[config.mk]
export PLATFORM = sky130hd
export DESIGN_NAME = multicycle_cpu
export DESIGN_NICKNAME = d
export VERILOG_FILES = /design/src/rtl/multicycle_cpu.sv
export SDC_FILE = /design/constraint.sdc
export NUM_CORES = 2
export LEC_CHECK = 0
export BUFFER_PORTS_ARGS = -buffer_cell sky130_fd_sc_hd__buf_2
export CORE_MARGIN = 2
export CORE_UTILIZATION = 40
export CTS_BUF_LIST = sky130_fd_sc_hd__clkbuf_2 sky130_fd_sc_hd__clkbuf_4 sky130_fd_sc_hd__clkbuf_8
export CTS_CLUSTER_SIZE = 28
export DETAILED_ROUTE_END_ITERATION = 7
export PLACE_DENSITY_LB_ADDON = 0.15
export SLEW_MARGIN = 5
export SYNTH_ARGS = -nofsm -noshare
export SYNTH_HDL_FRONTEND = slang
export SYNTH_SLANG_ARGS = --single-unit
[constraint.sdc]
create_clock -name clk -period 37.8 [get_ports clk]
set_input_delay 0 -clock clk [delete_from_list [all_inputs] [get_ports clk]]
set_output_delay 0 -clock clk [all_outputs]
set_load 0.02 [all_outputs]
[src/rtl/multicycle_cpu.sv]
// Multicycle RV32I core: FETCH -> EXEC (-> MEM) -> FETCH, one architectural
// instruction at a time over separate instruction and data request ports.
module multicycle_cpu #(
    parameter logic [31:0] RESET_PC = 32'h0000_0000,
    parameter int unsigned NUM_REGS = 32
) (
    input  logic        clk,
    input  logic        reset,
    output logic [31:0] iaddr,
    output logic        ireq,
    input  logic        iready,
    input  logic [31:0] idata,
    output logic [31:0] daddr,
    output logic        dreq,
    input  logic        dready,
    input  logic [31:0] drdata,
    output logic [31:0] dwdata,
    output logic [3:0]  mem_we,
    output logic [31:0] pc,
    output logic [31:0] x31,
    output logic        retire,
    output logic        illegal
);

    localparam logic [1:0] FETCH = 2'd0;
    localparam logic [1:0] EXEC  = 2'd1;
    localparam logic [1:0] MEM   = 2'd2;

    localparam logic [6:0] OP_LUI    = 7'b0110111;
    localparam logic [6:0] OP_AUIPC  = 7'b0010111;
    localparam logic [6:0] OP_JAL    = 7'b1101111;
    localparam logic [6:0] OP_JALR   = 7'b1100111;
    localparam logic [6:0] OP_BRANCH = 7'b1100011;
    localparam logic [6:0] OP_LOAD   = 7'b0000011;
    localparam logic [6:0] OP_STORE  = 7'b0100011;
    localparam logic [6:0] OP_IMM    = 7'b0010011;
    localparam logic [6:0] OP_OP     = 7'b0110011;
    localparam logic [6:0] OP_FENCE  = 7'b0001111;
    localparam logic [6:0] OP_SYSTEM = 7'b1110011;

    logic [1:0]  state_q, state_d;
    logic [31:0] pc_q, pc_d;
    logic [31:0] ir_q, ir_d;
    logic [31:0] daddr_q, daddr_d;
    logic [31:0] dwdata_q, dwdata_d;
    logic [3:0]  mem_we_q, mem_we_d;
    logic        retire_q, retire_d;
    logic        illegal_q, illegal_d;
    logic        run_q;
    logic [31:0] regs_q [32];

    logic        rf_we;
    logic [31:0] rf_wdata;

    logic [6:0]  opcode, funct7;
    logic [4:0]  rd_a, rs1_a, rs2_a;
    logic [2:0]  funct3;
    logic [31:0] imm_i, imm_s, imm_b, imm_u, imm_j;
    logic [31:0] rs1_v, rs2_v, pc_plus4;

    function automatic logic idx_ok(input logic [4:0] idx);
        return 32'(idx) < NUM_REGS;
    endfunction

    assign opcode = ir_q[6:0];
    assign rd_a   = ir_q[11:7];
    assign funct3 = ir_q[14:12];
    assign rs1_a  = ir_q[19:15];
    assign rs2_a  = ir_q[24:20];
    assign funct7 = ir_q[31:25];

    assign imm_i = {{20{ir_q[31]}}, ir_q[31:20]};
    assign imm_s = {{20{ir_q[31]}}, ir_q[31:25], ir_q[11:7]};
    assign imm_b = {{19{ir_q[31]}}, ir_q[31], ir_q[7], ir_q[30:25], ir_q[11:8], 1'b0};
    assign imm_u = {ir_q[31:12], 12'b0};
    assign imm_j = {{11{ir_q[31]}}, ir_q[31], ir_q[19:12], ir_q[20], ir_q[30:21], 1'b0};

    // x0 is never written, so it reads zero without a special case here
    assign rs1_v    = idx_ok(rs1_a) ? regs_q[rs1_a] : '0;
    assign rs2_v    = idx_ok(rs2_a) ? regs_q[rs2_a] : '0;
    assign pc_plus4 = pc_q + 32'd4;

    logic [31:0] alu_b, alu_res;
    logic        alu_ok;

    always_comb begin
        alu_b   = (opcode == OP_OP) ? rs2_v : imm_i;
        alu_res = '0;
        case (funct3)
            3'b000: alu_res = (opcode == OP_OP && funct7[5]) ? rs1_v - alu_b : rs1_v + alu_b;
            3'b001: alu_res = rs1_v << alu_b[4:0];
            3'b010: alu_res = {31'b0, $signed(rs1_v) < $signed(alu_b)};
            3'b011: alu_res = {31'b0, rs1_v < alu_b};
            3'b100: alu_res = rs1_v ^ alu_b;
            3'b101: alu_res = funct7[5] ? 32'($signed(rs1_v) >>> alu_b[4:0]) : rs1_v >> alu_b[4:0];
            3'b110: alu_res = rs1_v | alu_b;
            default: alu_res = rs1_v & alu_b;
        endcase
        if (opcode == OP_OP)
            alu_ok = (funct7 == 7'h00) || (funct7 == 7'h20 && (funct3 == 3'b000 || funct3 == 3'b101));
        else if (funct3 == 3'b001)
            alu_ok = (funct7 == 7'h00);
        else if (funct3 == 3'b101)
            alu_ok = (funct7 == 7'h00) || (funct7 == 7'h20);
        else
            alu_ok = 1'b1;
    end

    logic        ex_ill, ex_we, ex_mem, ex_load, use_rs1, use_rs2, taken;
    logic [31:0] ex_wd, ex_npc, ex_addr, ex_st_data;
    logic [3:0]  ex_st_we;

    always_comb begin
        ex_ill     = 1'b0;
        ex_we      = 1'b0;
        ex_mem     = 1'b0;
        ex_load    = 1'b0;
        use_rs1    = 1'b0;
        use_rs2    = 1'b0;
        taken      = 1'b0;
        ex_wd      = '0;
        ex_npc     = pc_plus4;
        ex_addr    = rs1_v + imm_i;
        ex_st_data = '0;
        ex_st_we   = '0;
        case (opcode)
            OP_LUI:   begin ex_we = 1'b1; ex_wd = imm_u; end
            OP_AUIPC: begin ex_we = 1'b1; ex_wd = pc_q + imm_u; end
            OP_JAL: begin
                ex_we  = 1'b1;
                ex_wd  = pc_plus4;
                ex_npc = (pc_q + imm_j) & ~32'd3;
            end
            OP_JALR: begin
                use_rs1 = 1'b1;
                ex_ill  = (funct3 != 3'b000);
                ex_we   = 1'b1;
                ex_wd   = pc_plus4;
                ex_npc  = (rs1_v + imm_i) & ~32'd3;
            end
            OP_BRANCH: begin
                use_rs1 = 1'b1;
                use_rs2 = 1'b1;
                case (funct3)
                    3'b000: taken = (rs1_v == rs2_v);
                    3'b001: taken = (rs1_v != rs2_v);
                    3'b100: taken = ($signed(rs1_v) < $signed(rs2_v));
                    3'b101: taken = ($signed(rs1_v) >= $signed(rs2_v));
                    3'b110: taken = (rs1_v < rs2_v);
                    3'b111: taken = (rs1_v >= rs2_v);
                    default: ex_ill = 1'b1;
                endcase
                if (taken) ex_npc = (pc_q + imm_b) & ~32'd3;
            end
            OP_LOAD: begin
                use_rs1 = 1'b1;
                ex_load = 1'b1;
                ex_ill  = (funct3 == 3'b011) || (funct3 == 3'b110) || (funct3 == 3'b111);
                ex_mem  = 1'b1;
            end
            OP_STORE: begin
                use_rs1 = 1'b1;
                use_rs2 = 1'b1;
                ex_addr = rs1_v + imm_s;
                ex_mem  = 1'b1;
                case (funct3)
                    3'b000: begin
                        ex_st_we   = 4'b0001 << ex_addr[1:0];
                        ex_st_data = {4{rs2_v[7:0]}};
                    end
                    3'b001: begin
                        ex_st_we   = 4'b0011 << {ex_addr[1], 1'b0};
                        ex_st_data = {2{rs2_v[15:0]}};
                    end
                    3'b010: begin
                        ex_st_we   = 4'b1111;
                        ex_st_data = rs2_v;
                    end
                    default: ex_ill = 1'b1;
                endcase
            end
            OP_IMM, OP_OP: begin
                use_rs1 = 1'b1;
                use_rs2 = (opcode == OP_OP);
                ex_ill  = !alu_ok;
                ex_we   = 1'b1;
                ex_wd   = alu_res;
            end
            OP_FENCE, OP_SYSTEM: ex_ill = (funct3 != 3'b000);
            default: ex_ill = 1'b1;
        endcase
        if ((use_rs1 && !idx_ok(rs1_a)) || (use_rs2 && !idx_ok(rs2_a)) ||
            ((ex_we || ex_load) && !idx_ok(rd_a)))
            ex_ill = 1'b1;
        if (ex_ill) begin
            ex_we  = 1'b0;
            ex_mem = 1'b0;
            ex_npc = pc_plus4;
        end
    end

    logic [7:0]  ld_byte;
    logic [15:0] ld_half;
    logic [31:0] ld_data;

    always_comb begin
        case (daddr_q[1:0])
            2'd0:    ld_byte = drdata[7:0];
            2'd1:    ld_byte = drdata[15:8];
            2'd2:    ld_byte = drdata[23:16];
            default: ld_byte = drdata[31:24];
        endcase
        ld_half = daddr_q[1] ? drdata[31:16] : drdata[15:0];
        case (funct3)
            3'b000:  ld_data = {{24{ld_byte[7]}}, ld_byte};
            3'b001:  ld_data = {{16{ld_half[15]}}, ld_half};
            3'b100:  ld_data = {24'b0, ld_byte};
            3'b101:  ld_data = {16'b0, ld_half};
            default: ld_data = drdata;
        endcase
    end

    always_comb begin
        state_d   = state_q;
        pc_d      = pc_q;
        ir_d      = ir_q;
        daddr_d   = daddr_q;
        dwdata_d  = dwdata_q;
        mem_we_d  = mem_we_q;
        retire_d  = 1'b0;
        illegal_d = 1'b0;
        rf_we     = 1'b0;
        rf_wdata  = ex_wd;
        case (state_q)
            FETCH: if (run_q && iready) begin
                ir_d    = idata;
                state_d = EXEC;
            end
            EXEC: if (ex_mem) begin
                daddr_d  = ex_addr;
                dwdata_d = ex_st_data;
                mem_we_d = ex_st_we;
                state_d  = MEM;
            end else begin
                rf_we     = ex_we;
                pc_d      = ex_npc;
                retire_d  = 1'b1;
                illegal_d = ex_ill;
                state_d   = FETCH;
            end
            MEM: if (dready) begin
                rf_we    = (opcode == OP_LOAD);
                rf_wdata = ld_data;
                pc_d     = pc_plus4;
                mem_we_d = '0;
                retire_d = 1'b1;
                state_d  = FETCH;
            end
            default: state_d = FETCH;
        endcase
    end

    // run_q holds off fetch until the first clock edge after reset release
    always_ff @(posedge clk or posedge reset) begin
        if (reset) begin
            state_q   <= FETCH;
            pc_q      <= RESET_PC;
            ir_q      <= '0;
            daddr_q   <= '0;
            dwdata_q  <= '0;
            mem_we_q  <= '0;
            retire_q  <= 1'b0;
            illegal_q <= 1'b0;
            run_q     <= 1'b0;
            for (int unsigned i = 0; i < 32; i++) regs_q[i] <= '0;
        end else begin
            state_q   <= state_d;
            pc_q      <= pc_d;
            ir_q      <= ir_d;
            daddr_q   <= daddr_d;
            dwdata_q  <= dwdata_d;
            mem_we_q  <= mem_we_d;
            retire_q  <= retire_d;
            illegal_q <= illegal_d;
            run_q     <= 1'b1;
            if (rf_we && rd_a != 5'd0 && idx_ok(rd_a)) regs_q[rd_a] <= rf_wdata;
        end
    end

    assign iaddr   = pc_q;
    assign pc      = pc_q;
    assign ireq    = (state_q == FETCH) && run_q;
    assign dreq    = (state_q == MEM);
    assign daddr   = daddr_q;
    assign dwdata  = dwdata_q;
    assign mem_we  = (state_q == MEM) ? mem_we_q : '0;
    assign x31     = regs_q[31];
    assign retire  = retire_q;
    assign illegal = illegal_q;

endmodule

[Word-level counts from Yosys, hierarchy flattened]
Index checks and enable logic that the tools add are counted.
Word-level totals
  memories kept: 0
  bits in latches: 0
  word-level logic and storage cells: 189
  input port bits: 68
  memory bits (read-only): 0
  RAM bits: 0
  flip-flop bits (word level): 1161
Cells by class
  div/mod/pow operators: 0
  $mul: 0
  add/sub/neg operators: 8
  bitwise logic cells: 6
  shift-type cells: 5
  equal/unequal tests: 29
  order comparisons: 10
  multiplexer cells: 58
  reduce and logical (&&, ||, !) cells: 32
Operators by type and width (number)
  $bwmux W1024: 1
  $mux W32: 16
  $bmux W32 S5: 2
  $pmux W32 S4: 2
  $pmux W32 S7: 1
  $add A32 B32 Y32: 6
  $pmux W32 S3: 2
  $demux W32 S5: 1
  $lt A32 B32 Y1: 4
  $ge A32 B32 Y1: 2
  $pmux W32 S2: 1
  $add A32 B3 Y32 const B: 1
  $and A32 B32 Y32: 1
  $eq A32 B32 Y1: 1
  $ne A32 B32 Y1: 1
  $or A32 B32 Y32: 1
  $shl A32 B5 Y32: 1
  $shr A32 B5 Y32: 1
  $sshr A32 B5 Y32: 1
  $sub A32 B32 Y32: 1
  $xor A32 B32 Y32: 1
  $eq A7 B6 Y1 const B: 4
  $eq A7 B7 Y1 const B: 4
  $pmux W8 S3: 1
  38 further kinds: 91

[Logic depth before layout (Yosys ltp)]
  depth after elaboration: 12
  depth in mapped cells: 30
  mapped depth without buffers: 21

[Least setup slack after synthesis]
No wires, ideal clock.
  path type: register -> register
  from: register ir_q[20]
  to: register regs_q[120] (netlist name)
  data arrival time: 6771 ps
  stages on the path, launching flop included: 26
  clock period less this slack: 6898 ps
  slack: 30902 ps
  cell sequence: dfrtp_1 buf_4 buf_6 buf_6 buf_2 buf_1 buf_1 buf_1 mux4_2 mux4_2 mux2i_1 nand2_1 nand2_1 ha_1 clkbuf_1 and3_1 a221oi_1 o21ai_0 a221o_1 and2_1 a41oi_1 o22ai_1 or4_1 a2111oi_2 buf_4 a211oi_1
Between the ends
  word-level cells in the longest chain between the ends: 12
Ends and longest elaborated chain
  start, declared: line 43  | logic [31:0] ir_q, ir_d;
  start signal, assigned: line 279  | ir_q <= ir_d;
  $not A5 Y6 (not written as such): line 80  | assign rs2_v = idx_ok(rs2_a) ? regs_q[rs2_a] : '0;
  $bmux W32 S5: line 80
  $mux W32 (not written as such) (2 in a row): line 80
  $mux W32: line 87  | alu_b = (opcode == OP_OP) ? rs2_v : imm_i;
  $add A32 B32 Y32 (tied with other cells): line 90  | 3'b000: alu_res = (opcode == OP_OP && funct7[5]) ? rs1_v - alu_b : rs1_v + alu_b;
  $mux W32, on equally long branches: line 90, 95
  $pmux W32 S7: line 89  | case (funct3)
  $pmux W32 S4 *: line 126  | case (opcode)
  $mux W32: line 251  | MEM: if (dready) begin
  $mux W32 *: line 234  | case (state_q)
  $bwmux W1024 *: line 286  | if (rf_we && rd_a != 5'd0 && idx_ok(rd_a)) regs_q[rd_a] <= rf_wdata;
  end signal, assigned by index: line 286
  end, declared: line 50  | logic [31:0] regs_q [32];
Mark *: on every way between the ends. The rest lies on a longest branch, timed or not. The select of a mux whose other input is x is not followed.
A chain may end at the register's enable or synchronous reset.

[Worst setup path in the final report]
  from: register ir_q[20]
  to: register regs_q[557] (netlist name)
Between the ends
  word-level cells in the longest chain between the ends: 12
Ends and longest elaborated chain (line)
  $not A5 Y6 (not written as such): 80
  $bmux W32 S5: 80
  $mux W32 (not written as such) (2 in a row): 80
  $mux W32 *: 87
  $add A32 B32 Y32 (tied with other cells): 90
  $mux W32, on equally long branches: 90, 95
  $pmux W32 S7 *: 89
  $pmux W32 S4 *: 126
  $mux W32: 251
  $mux W32 *: 234
  $bwmux W1024 *: 286
Marked as above.

==> results.py <==
metrics = {
    "critical_path": {
        "regToRegEndpoint": "regs_q[557]$_DFFE_PP0P_",
        "cp_data_required_time_ps": 38670,
        "worstSetupPathType": "reg2reg",
        "critPathLaunchType": "flip-flop",
        "r2r-start": "ir_q[20]$_DFFE_PP0P_",
        "crit_arrival_ps": 10390,
        "r2r_slack_ps": 28280,
        "cpMostUsedCell": "buf_4",
        "cp_slowest_cell": "o21ba_2",
        "startpoint": "ir_q[20]$_DFFE_PP0P_",
        "path_max_fanout": 78,
        "cpPeakStageDelay_ps": 830,
        "cp_cell_sequence": "buf_4 > buf_4 > buf_12 > mux2i_1 > a22oi_1 > a21oi_1 > or4_1 > buf_4 > o21a_2 > buf_4 > buf_4 > inv_6 > ha_1 > o21ai_0 > o21ai_0 > a31o_2 > and2_1 > o41ai_1 > a221oi_1 > nand3_1 > xnor2_1 > o211ai_1 > o21ba_2 > o21ai_0",
        "worstRegToRegCells": 24,
        "crit_path_end_kind": "flip-flop",
    },
    "place": {
        "placed_area_sq_um": 86500,
        "dp_hpwl_mm": 292,
        "portBuffers": 231,
        "dpl_worst_slack_ps": 28460,
        "placed_cells_incl_taps": 10700,
        "gp_congestion": 1.11,
    },
    "power_and_ir_drop": {
        "p_sw_mw": 3.76,
        "p_int_mw": 3.25,
        "power_density_nw_per_um2": 76.1,
        "ir_drop_uv": 68.2,
        "pwr-share-clk_pct": 19.6,
        "leakagePower_nw": 40.9,
        "pwr-share-comb_pct": 60.2,
        "swShare_pct": 53.6,
        "finalPower_mw": 7.01,
        "seqPwrFrac_pct": 20.2,
    },
    "hold_path": {
        "worstHoldPathType": "in2reg",
        "holdPathEnd": "regs_q[923]$_DFFE_PP0P_",
        "min-delay-start": "drdata[27]",
        "hold_depth": 8,
    },
    "grt": {
        "grt_max_degree": 186,
        "grt_pass1_vias": 72900,
        "track_usage_pct": 38.8,
        "grt_overflow": 0,
        "grt_pass1_wl_mm": 582,
        "antenna_found_initial": 28,
    },
    "floorplanning": {
        "coreArea_sq_um": 205000,
        "die_x_um": 459,
        "rows": 166,
        "dieArea_sq_um": 211000,
        "num_io_pins": 236,
        "die_height_um": 459,
        "start_util_pct": 40.3,
    },
    "detailed_routing": {
        "wl_mm": 418,
        "drc": 0,
        "ant_nets": 0,
        "drt_iter0_markers": 10300,
        "wire_per_inst_um": 37.4,
        "dr.pass1.iters": 7,
        "via_count": 77000,
        "drt-vias-per-instance": 6.89,
    },
    "finish": {
        "stdcell_count": 11200,
        "area_growth_pct": 11.3,
        "final.fill_count": 19600,
        "regArea_sq_um": 29000,
        "multi_input_area_sq_um": 49900,
        "layout-drive-gt1-share_pct": 25.1,
        "fin_util_pct": 44.9,
        "layout.nets": 8603,
        "fin_area_sq_um": 92100,
    },
    "timing": {
        "tns_ps": 0,
        "fmax_mhz": 105,
        "final_max_slew_viol_count": 4,
        "relSlewSlack_pct": -2.20,
        "setup_violations": 0,
        "rsz0062_at_grt": "false",
        "final.period_utilization_pct": 25.2,
        "fin_skew_ps": 83.3,
        "hold_viol_final": 0,
        "max_slew.worst_pin.slew_ps": 1520,
        "min_period_ps": 9520,
        "setup_slack_ps": 28280,
        "timing.hold.ws_ps": 89.1,
    },
    "status": {
        "violations": "capacitance limit, slew limit",
        "status": "finished with violations",
    },
    "synth": {
        "yosysWarnings": 0,
        "ys_seq_area_share_pct": 35.0,
        "synth_flop_cell": "dfrtp_1",
        "ys_async_sr_fraction_pct": 100,
        "synth_cells": 8322,
        "ys_ff_latch": 1159,
        "synth_edf_count": 0,
        "synth_cell_types": 111,
        "synth_area_sq_um": 82800,
        "avgSynthCellArea_sq_um": 9.95,
    },
    "clocking": {
        "clkSlewWorstSetupHoldPaths_ps": 60,
        "cts.sinks": 1159,
        "htree_levels": 4,
        "postCtsSetupRepairBufs": 0,
        "cts_root_buf": "clkbuf_8",
        "clock_latency_ps": 1060,
        "cts_made_buffers": 207,
        "hold_buffers": 76,
        "clk_path_buf_depth": 3,
        "cts_resized": 0,
        "cts_tree": "built",
    },
    "flow_run": {
        "maxCapViolCount": 1,
    },
}
[worst max-delay path by stage]
stage,end,slack [ps],depth (start not counted)
2_1_floorplan,daddr[0]$_DFFE_PP0P_,5160,1
3_3_place_gp,regs_q[474]$_DFFE_PP0P_,28670,24
3_5_place_dp,regs_q[378]$_DFFE_PP0P_,28460,24
4_1_cts,regs_q[90]$_DFFE_PP0P_,28440,24
5_1_grt,regs_q[602]$_DFFE_PP0P_,27760,24
6_report,regs_q[557]$_DFFE_PP0P_,28280,24
[power by group through the flow]
| stage | clock network (mW) | registers (mW) | logic, mW |
|---|---|---|---|
| floorplan | 0 | 1.35 | 2.51 |
| global placement | 0 | 1.43 | 4.03 |
| detailed placement | 0 | 1.43 | 4.02 |
| CTS | 1.39 | 1.41 | 4.04 |
| global route | 1.44 | 1.42 | 4.31 |
| finish | 1.37 | 1.42 | 4.22 |
[per-layer routing]
layer / part of all wire (%) / GRT usage, % / vias to the layer above
li1: - / - / 31200
met1: 40 / 51.6 / 39100
met2: 42 / 55.6 / 5427
met3: 11 / 10.4 / 1289
met4: 7.4 / 24.5 / 26
met5: 0.056 / 0.207 / -
[registers in the layout, indices dropped and copies added, names as in the netlist]
name,flops
daddr,32
state_q,2
dwdata,32
ir_q,32
run_q,1
regs_q,992
illegal,1
iaddr,30
retire,1
x31,32
mem_we_q,4
[critical path, delay by kind of cell, from the launching register on]
kind | cells | cell delay, ps
AND/OR/NAND/NOR | 3 | 910
flip-flops | 1 | 800
buffers and inverters | 7 | 3080
adder cells (fa/ha/maj) | 1 | 330
multiplexers | 1 | 190
XOR/XNOR | 1 | 680
AO/OA/AOI/OAI | 11 | 3070
[Yosys cell counts, types with 35 or more instances]
cell	count	area share, %
a211oi_1	111	1.0
a21o_1	103	0.93
a21oi_1	501	3.0
a221oi_1	38	0.40
a22oi_1	232	2.1
a31oi_1	63	0.48
a41oi_1	72	0.76
and2_1	52	0.39
and3_1	35	0.26
buf_1	66	0.30
buf_2	110	0.66
buf_4	105	0.95
clkbuf_1	540	2.4
dfrtp_1	1159	35
ha_1	225	3.4
inv_1	135	0.61
mux2_2	580	7.9
mux2i_1	487	5.9
mux4_2	413	11
nand2_1	799	3.6
nand2b_1	43	0.32
nand3_1	136	0.82
nand4_1	62	0.47
nor2_1	561	2.5
nor2b_1	40	0.30
nor3_1	79	0.48
o211ai_1	59	0.53
o21a_1	37	0.34
o21ai_0	532	3.2
o21ai_1	39	0.24
o21bai_1	38	0.34
o22ai_1	103	0.78
o31ai_1	89	0.81
or3_1	37	0.28
xnor2_1	111	1.2
xor2_1	47	0.50
[cell usage in the layout (no fill, tap or decap), drive strengths merged, types with 233 or more instances in the layout]
cell type and count:
dfrtp 1159, nand2 799, mux2 581, o21ai 571, nor2 564, buf 554, a21oi 503, mux2i 487
mux4 413, clkbuf 315, a22oi 233
[layout make-up]
class / count / share of cell area (%)
diodes: 18 / 0.0489
well taps: 2688 / 3.65
multi-input cells: 6164 / 54.2
repair buffers: 631 / 4.80
flip-flops and latches: 1159 / 31.5
inverters: 142 / 0.600
clock buffers: 314 / 4.34
clock inverters: 59 / 0.837
[cell families after synthesis]
family                   after synthesis  synth area share (%)
other                                  2               0.00907
AND/OR/NAND/NOR                     1984                  10.9
buffers and inverters               1002                  5.54
XOR/XNOR                             158                  1.67
adder cells (fa/ha/maj)              230                  3.52
AO/OA/AOI/OAI                       2306                  18.3
multiplexers                        1481                  25.0
flip-flops                          1159                  35.0
Power figures use the tool's default switching activity.
